==> src/rtl/uart_pkg.sv <==
// Shared defaults and receiver state encoding for the 8N1 UART receiver.
package uart_pkg;

    localparam int CLK_FREQ_DEF = 50_000_000;
    localparam int BAUD_DEF     = 9600;

    typedef enum logic [1:0] {
        IDLE  = 2'd0,
        START = 2'd1,
        DATA  = 2'd2,
        STOP  = 2'd3
    } state_t;

endpackage

==> src/rtl/uart_rx_sync.sv <==
// Two-flop synchronizer for the serial line plus a third flop for falling-edge detection.
module uart_rx_sync (
    input  logic clk,
    input  logic rst_n,
    input  logic rx_async,
    output logic rx_sync,
    output logic rx_fall
);

    logic [2:0] sync_q;

    // Flops reset to 1 so an idle-high line never looks like an edge after reset.
    always_ff @(posedge clk) begin
        if (rst_n) begin
            sync_q <= 3'b111;
        end else begin
            sync_q <= {sync_q[1:0], rx_async};
        end
    end

    assign rx_sync = sync_q[1];
    assign rx_fall = sync_q[2] & ~sync_q[1];

endmodule

==> src/rtl/uart.sv <==
// Receive-only 8N1 UART; the last good byte is shown on led.
// Define UART_STOP_CHECK_EN to discard frames whose stop-bit sample is 0.
module uart
    import uart_pkg::*;
#(
    parameter int CLK_FREQ = CLK_FREQ_DEF,
    parameter int BAUD     = BAUD_DEF
) (
    input  logic       clk,
    input  logic       rst_n,
    input  logic       rx_uart,
    output logic [7:0] led
);

    localparam int BIT_CYCLES = CLK_FREQ / BAUD;
    localparam int CW         = (BIT_CYCLES > 1) ? $clog2(BIT_CYCLES) : 1;
    localparam logic [CW-1:0] HALF_C = CW'(BIT_CYCLES / 2);
    localparam logic [CW-1:0] LOAD_C = CW'(BIT_CYCLES / 2 + 1);
    localparam logic [CW-1:0] LAST_C = CW'(BIT_CYCLES - 1);

    logic          rx_s;
    logic          rx_fall;
    state_t        state;
    state_t        state_next;
    logic [CW-1:0] cnt;
    logic [2:0]    bit_idx;
    logic [7:0]    shift_q;
    logic          mid;
    logic          wrap;
    logic          shift_en;
    logic          load_led;
`ifdef UART_STOP_CHECK_EN
    logic          stop_bit;
`endif

    uart_rx_sync u_sync (
        .clk      (clk),
        .rst_n    (rst_n),
        .rx_async (rx_uart),
        .rx_sync  (rx_s),
        .rx_fall  (rx_fall)
    );

    assign mid  = (cnt == HALF_C);
    assign wrap = (cnt == LAST_C);

    always_ff @(posedge clk) begin
        if (rst_n) begin
            state <= IDLE;
        end else begin
            state <= state_next;
        end
    end

    always_comb begin
        state_next = state;
        case (state)
            IDLE:  if (rx_fall) state_next = START;
            START: begin
                if (mid && rx_s) state_next = IDLE;
                else if (wrap)   state_next = DATA;
            end
            DATA:  if (wrap && bit_idx == 3'd7) state_next = STOP;
            // Leave one clock after the stop sample so led loads, then go idle
            // well before the next start edge can arrive.
            STOP:  if (cnt == LOAD_C) state_next = IDLE;
            default: state_next = IDLE;
        endcase
    end

    always_comb begin
        shift_en = (state == DATA) && mid;
        load_led = (state == STOP) && (cnt == LOAD_C);
`ifdef UART_STOP_CHECK_EN
        load_led = load_led && stop_bit;
`endif
    end

    always_ff @(posedge clk) begin
        if (rst_n) begin
            cnt     <= '0;
            bit_idx <= 3'd0;
            shift_q <= 8'h00;
            led     <= 8'h00;
        end else begin
            if (state == IDLE || wrap) cnt <= '0;
            else                       cnt <= cnt + CW'(1);

            if (state != DATA) bit_idx <= 3'd0;
            else if (wrap)     bit_idx <= bit_idx + 3'd1;

            if (shift_en) shift_q[bit_idx] <= rx_s;
            if (load_led) led <= shift_q;
        end
    end

`ifdef UART_STOP_CHECK_EN
    always_ff @(posedge clk) begin
        if (rst_n)                        stop_bit <= 1'b1;
        else if (state == STOP && mid)    stop_bit <= rx_s;
    end
`endif

endmodule

==> config.mk <==
export PLATFORM = sky130hd
export DESIGN_NAME = uart
export DESIGN_NICKNAME = d
export VERILOG_FILES = /design/src/rtl/uart_pkg.sv /design/src/rtl/uart_rx_sync.sv /design/src/rtl/uart.sv
export SDC_FILE = /design/constraint.sdc
export NUM_CORES = 1
export LEC_CHECK = 0
export CORE_MARGIN = 4
export CORE_UTILIZATION = 45
export CTS_CLUSTER_DIAMETER = 40
export DETAILED_ROUTE_END_ITERATION = 10
export HOLD_SLACK_MARGIN = 0.02
export SYNTH_ARGS = -nofsm -noshare
export SYNTH_HDL_FRONTEND = slang
export SYNTH_SLANG_ARGS = --single-unit
==> constraint.sdc <==
create_clock -name clk -period 4.3 [get_ports clk]
set_input_delay 0.86 -clock clk [delete_from_list [all_inputs] [get_ports clk]]
set_output_delay 0.86 -clock clk [all_outputs]
set_load 0.005 [all_outputs]
# Word level (Yosys, flattened, before mapping)
# Cells that the tools add are included.
# W data, S select, Z words.
[classes] bitwise_logic=2 muxes=9 addsub=2 order_cmp=2 eq_ne=12 reduce_logical=10
[ops] operator="$eq A13 B12 Y1 const B" n=2
[ops] operator="$add A13 B1 Y13 const B" n=1
[ops] operator="$eq A13 B13 Y1 const B" n=1
[ops] operator="$mux W2" n=5
[ops] operator="$bwmux W8" n=1
[ops] operator="$ne A2 B2 Y1 const B" n=4
[ops] operator="$pmux W2 S4" n=1
[ops] operator="$logic_and A1 B1 Y1" n=5
[ops] operator="$eq A2 B2 Y1 const B" n=2
[ops] operator="$lt A3 B4 Y1 const B" n=1
[ops] operator="$reduce_and A4 Y1" n=1
[ops] operator="$reduce_or A2 Y1" n=2
[ops] operator="$add A3 B1 Y3 const B" n=1
[ops] operator="$demux W1 S3" n=1
[ops] operator="$eq A3 B3 Y1 const B" n=1
[ops] operator="$ge A3 B1 Y1 const B" n=1
[ops] operator="$ne A3 B3 Y1 const B" n=1
[ops] operator="$eq A2 B1 Y1 const B" n=1
[ops] operator="$logic_not A2 Y1" n=1
[ops] operator="$and A1 B1 Y1" n=1
[ops] operator="$logic_or A1 B1 Y1" n=1
[ops] operator="$mux W1" n=1
[ops] operator="$not A1 Y1" n=1
[totals] input_bits=3 reg_bits=37 out_inout_bits=8

# Depth between registers and ports, before layout
[depth] depth_word=5 mapped_depth=7 mapped_depth_nobuf=6

# By module
# Synthesis repeated with hierarchy kept, for this count alone.
[hier_totals] cells_unflattened=202 hier_area_um2=1831.8
[by_module_without_submodules] module="uart" n_inst=1 cells_per_inst=195 area_each_um2=1746.7 seq_area_each_um2=680.7
[by_module_without_submodules] module="uart_rx_sync" n_inst=1 cells_per_inst=7 area_each_um2=85.1 seq_area_each_um2=60.1

# Least setup slack after synthesis
# OpenSTA, ideal clock, no wires.
[synth_timing] kind="register to register" from="register cnt[3]" to="register cnt[10]" n_path_buf=1 setup_time_ns=0.115 required_ns=4.185 setup_slack_ns=2.499 arrival_time_ns=1.686 path_stages_with_launch=6 cell_sequence="dfxtp_1 -> or4b_4 -> nor4_4 -> or3_4 -> buf_6 -> nor2_1"
[synth_between] elab_chain_cells=3
[synth_lines] item="from (decl)" line_no="uart.sv:25" source="logic [CW-1:0] cnt;"
[synth_lines] item="from (signal assigned)" line_no="uart.sv:87" source="else cnt <= cnt + CW'(1);"
[synth_lines] item="parallel branches: the longest is 3 deep, another holds $add A13 B1 Y13"
# Parallel ways; which one is timed is not known.
# A chain may end at the register's enable or synchronous reset.

# Final worst setup path
[layout_timing] from="input rst_n" to="register cnt[4]"
[layout_between] elab_chain_cells=1
[layout_lines] item="from (decl)" line_no="uart.sv:10" source="input logic rst_n,"
[layout_lines] item="$reduce_or A2 Y1 (no source line)"
# Every way passes these cells.

==> reports/results.env <==
WORSTSKEWPAIRLATENCY_NS=0.28
YS_FF_LATCH=37
SYNTH_TOP_CELL_AREA_SHARE_PCT=43.5
HPWLAFTERDP_UM=2060
CTSLONGESTPATHBUFFERS=2
PWR_DENSITY_CELL_mW_PER_MM2=306
TIGHTEST_SLEW_NS=0.824
WORST_SETUP_PATH_START_KIND='input port'
GRT_SETUP_UNREPAIRED='no'
MAX_SLEW_MARGIN_PCT=44.9
CP_CELL_SEQUENCE='clkdlybuf4s50_1 > or3_4 > nor2_1'
FIRST_GLOBAL_VIAS=1123
NETLIST_AREA_MM2=0.00170
WORSTSETUPPATHTYPE='input port to register'
CRITICAL_PATH.MAX_FANOUT=26
NUMBER_OF_ENDPOINTS_WITH_NEGATIVE_HOLD_SLACK_IN_THE_FINAL_REPORT=0
DIE_OUTLINE_HEIGHT_UM=69.5
CRIT_REQUIRED_NS=4.51
POSTCTSSETUPBUFFERS=0
FINAL-SETUP-VIOL-COUNT=0
DIEAREA_MM2=0.00483
FRACTION_OF_LAYOUT_CELLS_WITH_A_SIZE_SUFFIX_ABOVE_1_PCT=8.38
SYNTH.LIB_CELLS_USED.DISTINCT=40
DETAILEDPLACE.WORSTSLACK_NS=1.66
GRT_FIRST_PASS_WIRELENGTH_UM=5150
AREA_GROWTH_PCT=11.8
CP_MAX_DELAY_CELL='sky130_fd_sc_hd__clkdlybuf4s50_1'
SYNTH.YOSYS.WARNINGS=0
ROUTED_VIA_COUNT_DIVIDED_BY_CELL_COUNT=5.10
SYNTH-MAIN-FF-CELL='sky130_fd_sc_hd__dfxtp_1'
TIMING_MAX_TRANSITION_VIOLATIONS_FINAL=0
GLOBALROUTEOVERFLOWTOTAL=0
DRT_DRC_VIOLATIONS_LEFT=0
NUMBER_OF_ANTENNA_VIOLATIONS_AT_THE_FIRST_CHECK_IN_GLOBAL_ROUTING=0
GRT_MAX_DEGREE=27
GP_CONGESTION=0.779
CORE-AREA_MM2=0.00366
CRITICAL_PATH.MAX_STAGE_DELAY_NS=0.84
CTS-ROOT-BUF='sky130_fd_sc_hd__clkbuf_8'
ANTENNA_CELLS=0
POSTSYNTH.ASYNCRESETSHARE_PCT=0
POST_ROUTE_FRACTION_OF_THE_PERIOD_CONSUMED_BY_THE_CRITICAL_PATH_PCT=53.5
ROUTE.FINAL.WIRE_LENGTH_UM=2890
NUMPORTBUFFERS=10
FINAL.SETUP.TNS_NS=0
POST_SYNTHESIS_NET_COUNT=187
CTS.SINKS=37
SYNTH.AREA.TOP_CELLS='sky130_fd_sc_hd__dfxtp_1 (43%), sky130_fd_sc_hd__mux2i_1 (7.1%), sky130_fd_sc_hd__nor2_1 (4.8%), sky130_fd_sc_hd__xnor2_1 (4.1%), sky130_fd_sc_hd__ha_1 (3.7%)'
CRIT_PATH_END_KIND='register'
ROUTE.ANTENNA.REMAINING_NETS=0
FLOORPLAN.INITIALDENSITY_PCT=46.5
VIAS=1220
POWER.LEAKAGE_nW=0.662
GRT.TOTAL_USAGE_PCT=13.1
TIMING.MAX_CAP.VIOLATIONS=0
DRT_ITER0_DRC=63
WL_PER_CELL_UM=12.1
MOST_FREQUENT_STANDARD_CELL_IN_THE_LAYOUT_EXCLUDING_FILL_AND_TAP_CELLS='sky130_fd_sc_hd__dfxtp_1'
CTS_RESIZED=0
CTS_HOLD_BUF=0
STATUS='complete, no violations'
SYN_AREA_PER_CELL_UM2=9.51
NETLIST_INSTANCES=179
WORST_HOLD_PATH_CLASS='register to register'
FINALWORSTPATHREQUIREDPERIOD_NS=2.30
LAYOUT_COMMON_CELLS='sky130_fd_sc_hd__dfxtp_1 (37), sky130_fd_sc_hd__nor2_1 (22), sky130_fd_sc_hd__mux2i_1 (12)'
CLKSLEWWORSTSETUPHOLDPATHS_NS=0.06
CP_ARRIVAL_NS=2.51
FIN_WORST_SKEW_NS=0.00414
SYNTH_ENABLE_FLOP_CELLS=0
HTREE_LEVELS=2
NUM_PORTS=11
CLOCK.FMAX_MHz=435
COUNT_OF_TRITONROUTE_ITERATIONS_IN_THE_FIRST_ROUTING_PASS=4
NUM_ROWS=22
CTS_TREE='yes'
SYNTH_AREA_LEADER_CELL='sky130_fd_sc_hd__dfxtp_1'
POWER.IR.VDD_WORST_V=0.000175
FLOORPLAN.DIE.WIDTH_UM=69.5
DESIGN.FINAL.NETS=198
SEQUENTIAL_ELEMENT_SHARE_OF_THE_SYNTHESIZED_AREA_PCT=43.5
TIMING.FINAL.WS_SETUP_NS=2.00
CLOCK_BUFFER_COUNT_FROM_CTS=5
[where the power goes]
group | internal, mW | switching, mW
logic | 0.00517 | 0.00755
registers | 0.345 | 0.00190
clock network | 0.115 | 0.109
total | 0.465 | 0.118
[stage by stage]
stage / cells / hold slack [ns] / power (mW) / util (%) / area [µm²]
2_1_floorplan: 179 / 0.389 / 0.364 / - / 1700
3_3_place_gp: 231 / 0.392 / 0.367 / 49.8 / 1820
3_5_place_dp: 231 / 0.396 / 0.367 / 49.8 / 1820
4_1_cts: 239 / 0.413 / 0.592 / 52.0 / 1900
5_1_grt: 239 / 0.431 / 0.615 / 52.0 / 1900
6_report: 239 / 0.410 / 0.583 / 52.0 / 1900
[worst paths after layout]
kind | cells after the start | to | start | slack (ns)
worst min register to register | 1 | u_sync.sync_q[1] | u_sync.sync_q[0] | 0.41
worst max-delay path | 3 | cnt[4] | rst_n | 2.00
worst min-delay path | 1 | u_sync.sync_q[1] | u_sync.sync_q[0] | 0.41
worst max register to register | 4 | led[3] | cnt[2] | 2.22
[layout make-up]
type | count | area, µm²
Clock buffer | 8 | 80.1
Fill cell | 337 | 1760
Inverter | 4 | 15.0
Multi-Input combinational cell | 132 | 907
Sequential cell | 37 | 741
Tap cell | 48 | 60.1
Timing Repair Buffer | 10 | 100
[per-layer routing]
metal / GRT usage, % / part of all wire [%]
met1: 18.0 / 52
met2: 18.9 / 44
met3: 5.22 / 3.8
met4: 3.90 / 0.80
met5: 0 / 0
[flip-flops by register name, indices dropped and copies added (netlist names), named ones only]
signal,flops
cnt,13
led,8
shift_q,8
bit_idx,3
u_sync.sync_q,3
state,1
[synth_stat cells (6+ instances only)]
cell type and instances:
sky130_fd_sc_hd__nor3_1 7, sky130_fd_sc_hd__nand4_1 7, sky130_fd_sc_hd__nand2b_1 7, sky130_fd_sc_hd__nor2_1 22, sky130_fd_sc_hd__o31ai_1 6, sky130_fd_sc_hd__xnor2_1 8
sky130_fd_sc_hd__dfxtp_1 37, sky130_fd_sc_hd__o21ai_0 7, sky130_fd_sc_hd__nor2b_1 6, sky130_fd_sc_hd__mux2i_1 12, sky130_fd_sc_hd__nand2_1 7
[worst max-delay path: cells and delay by family]
family | cells | cell delay [ns]
buf+inv | 1 | 0.84
simple gates | 2 | 0.80
[cell families (layout without fill, tap and decap cells)]
kind of cell	after synthesis	after routing	share of synthesized area, %
AND/OR/NAND/NOR	86	86	30.5
adder cells (fa/ha/maj)	5	5	3.67
AO/OA/AOI/OAI	17	17	5.88
flip-flops	37	37	43.5
buffers and inverters	10	22	3.23
XOR/XNOR	12	12	6.17
multiplexers	12	12	7.05
No activity file was read; power rests on OpenSTA's default activity.
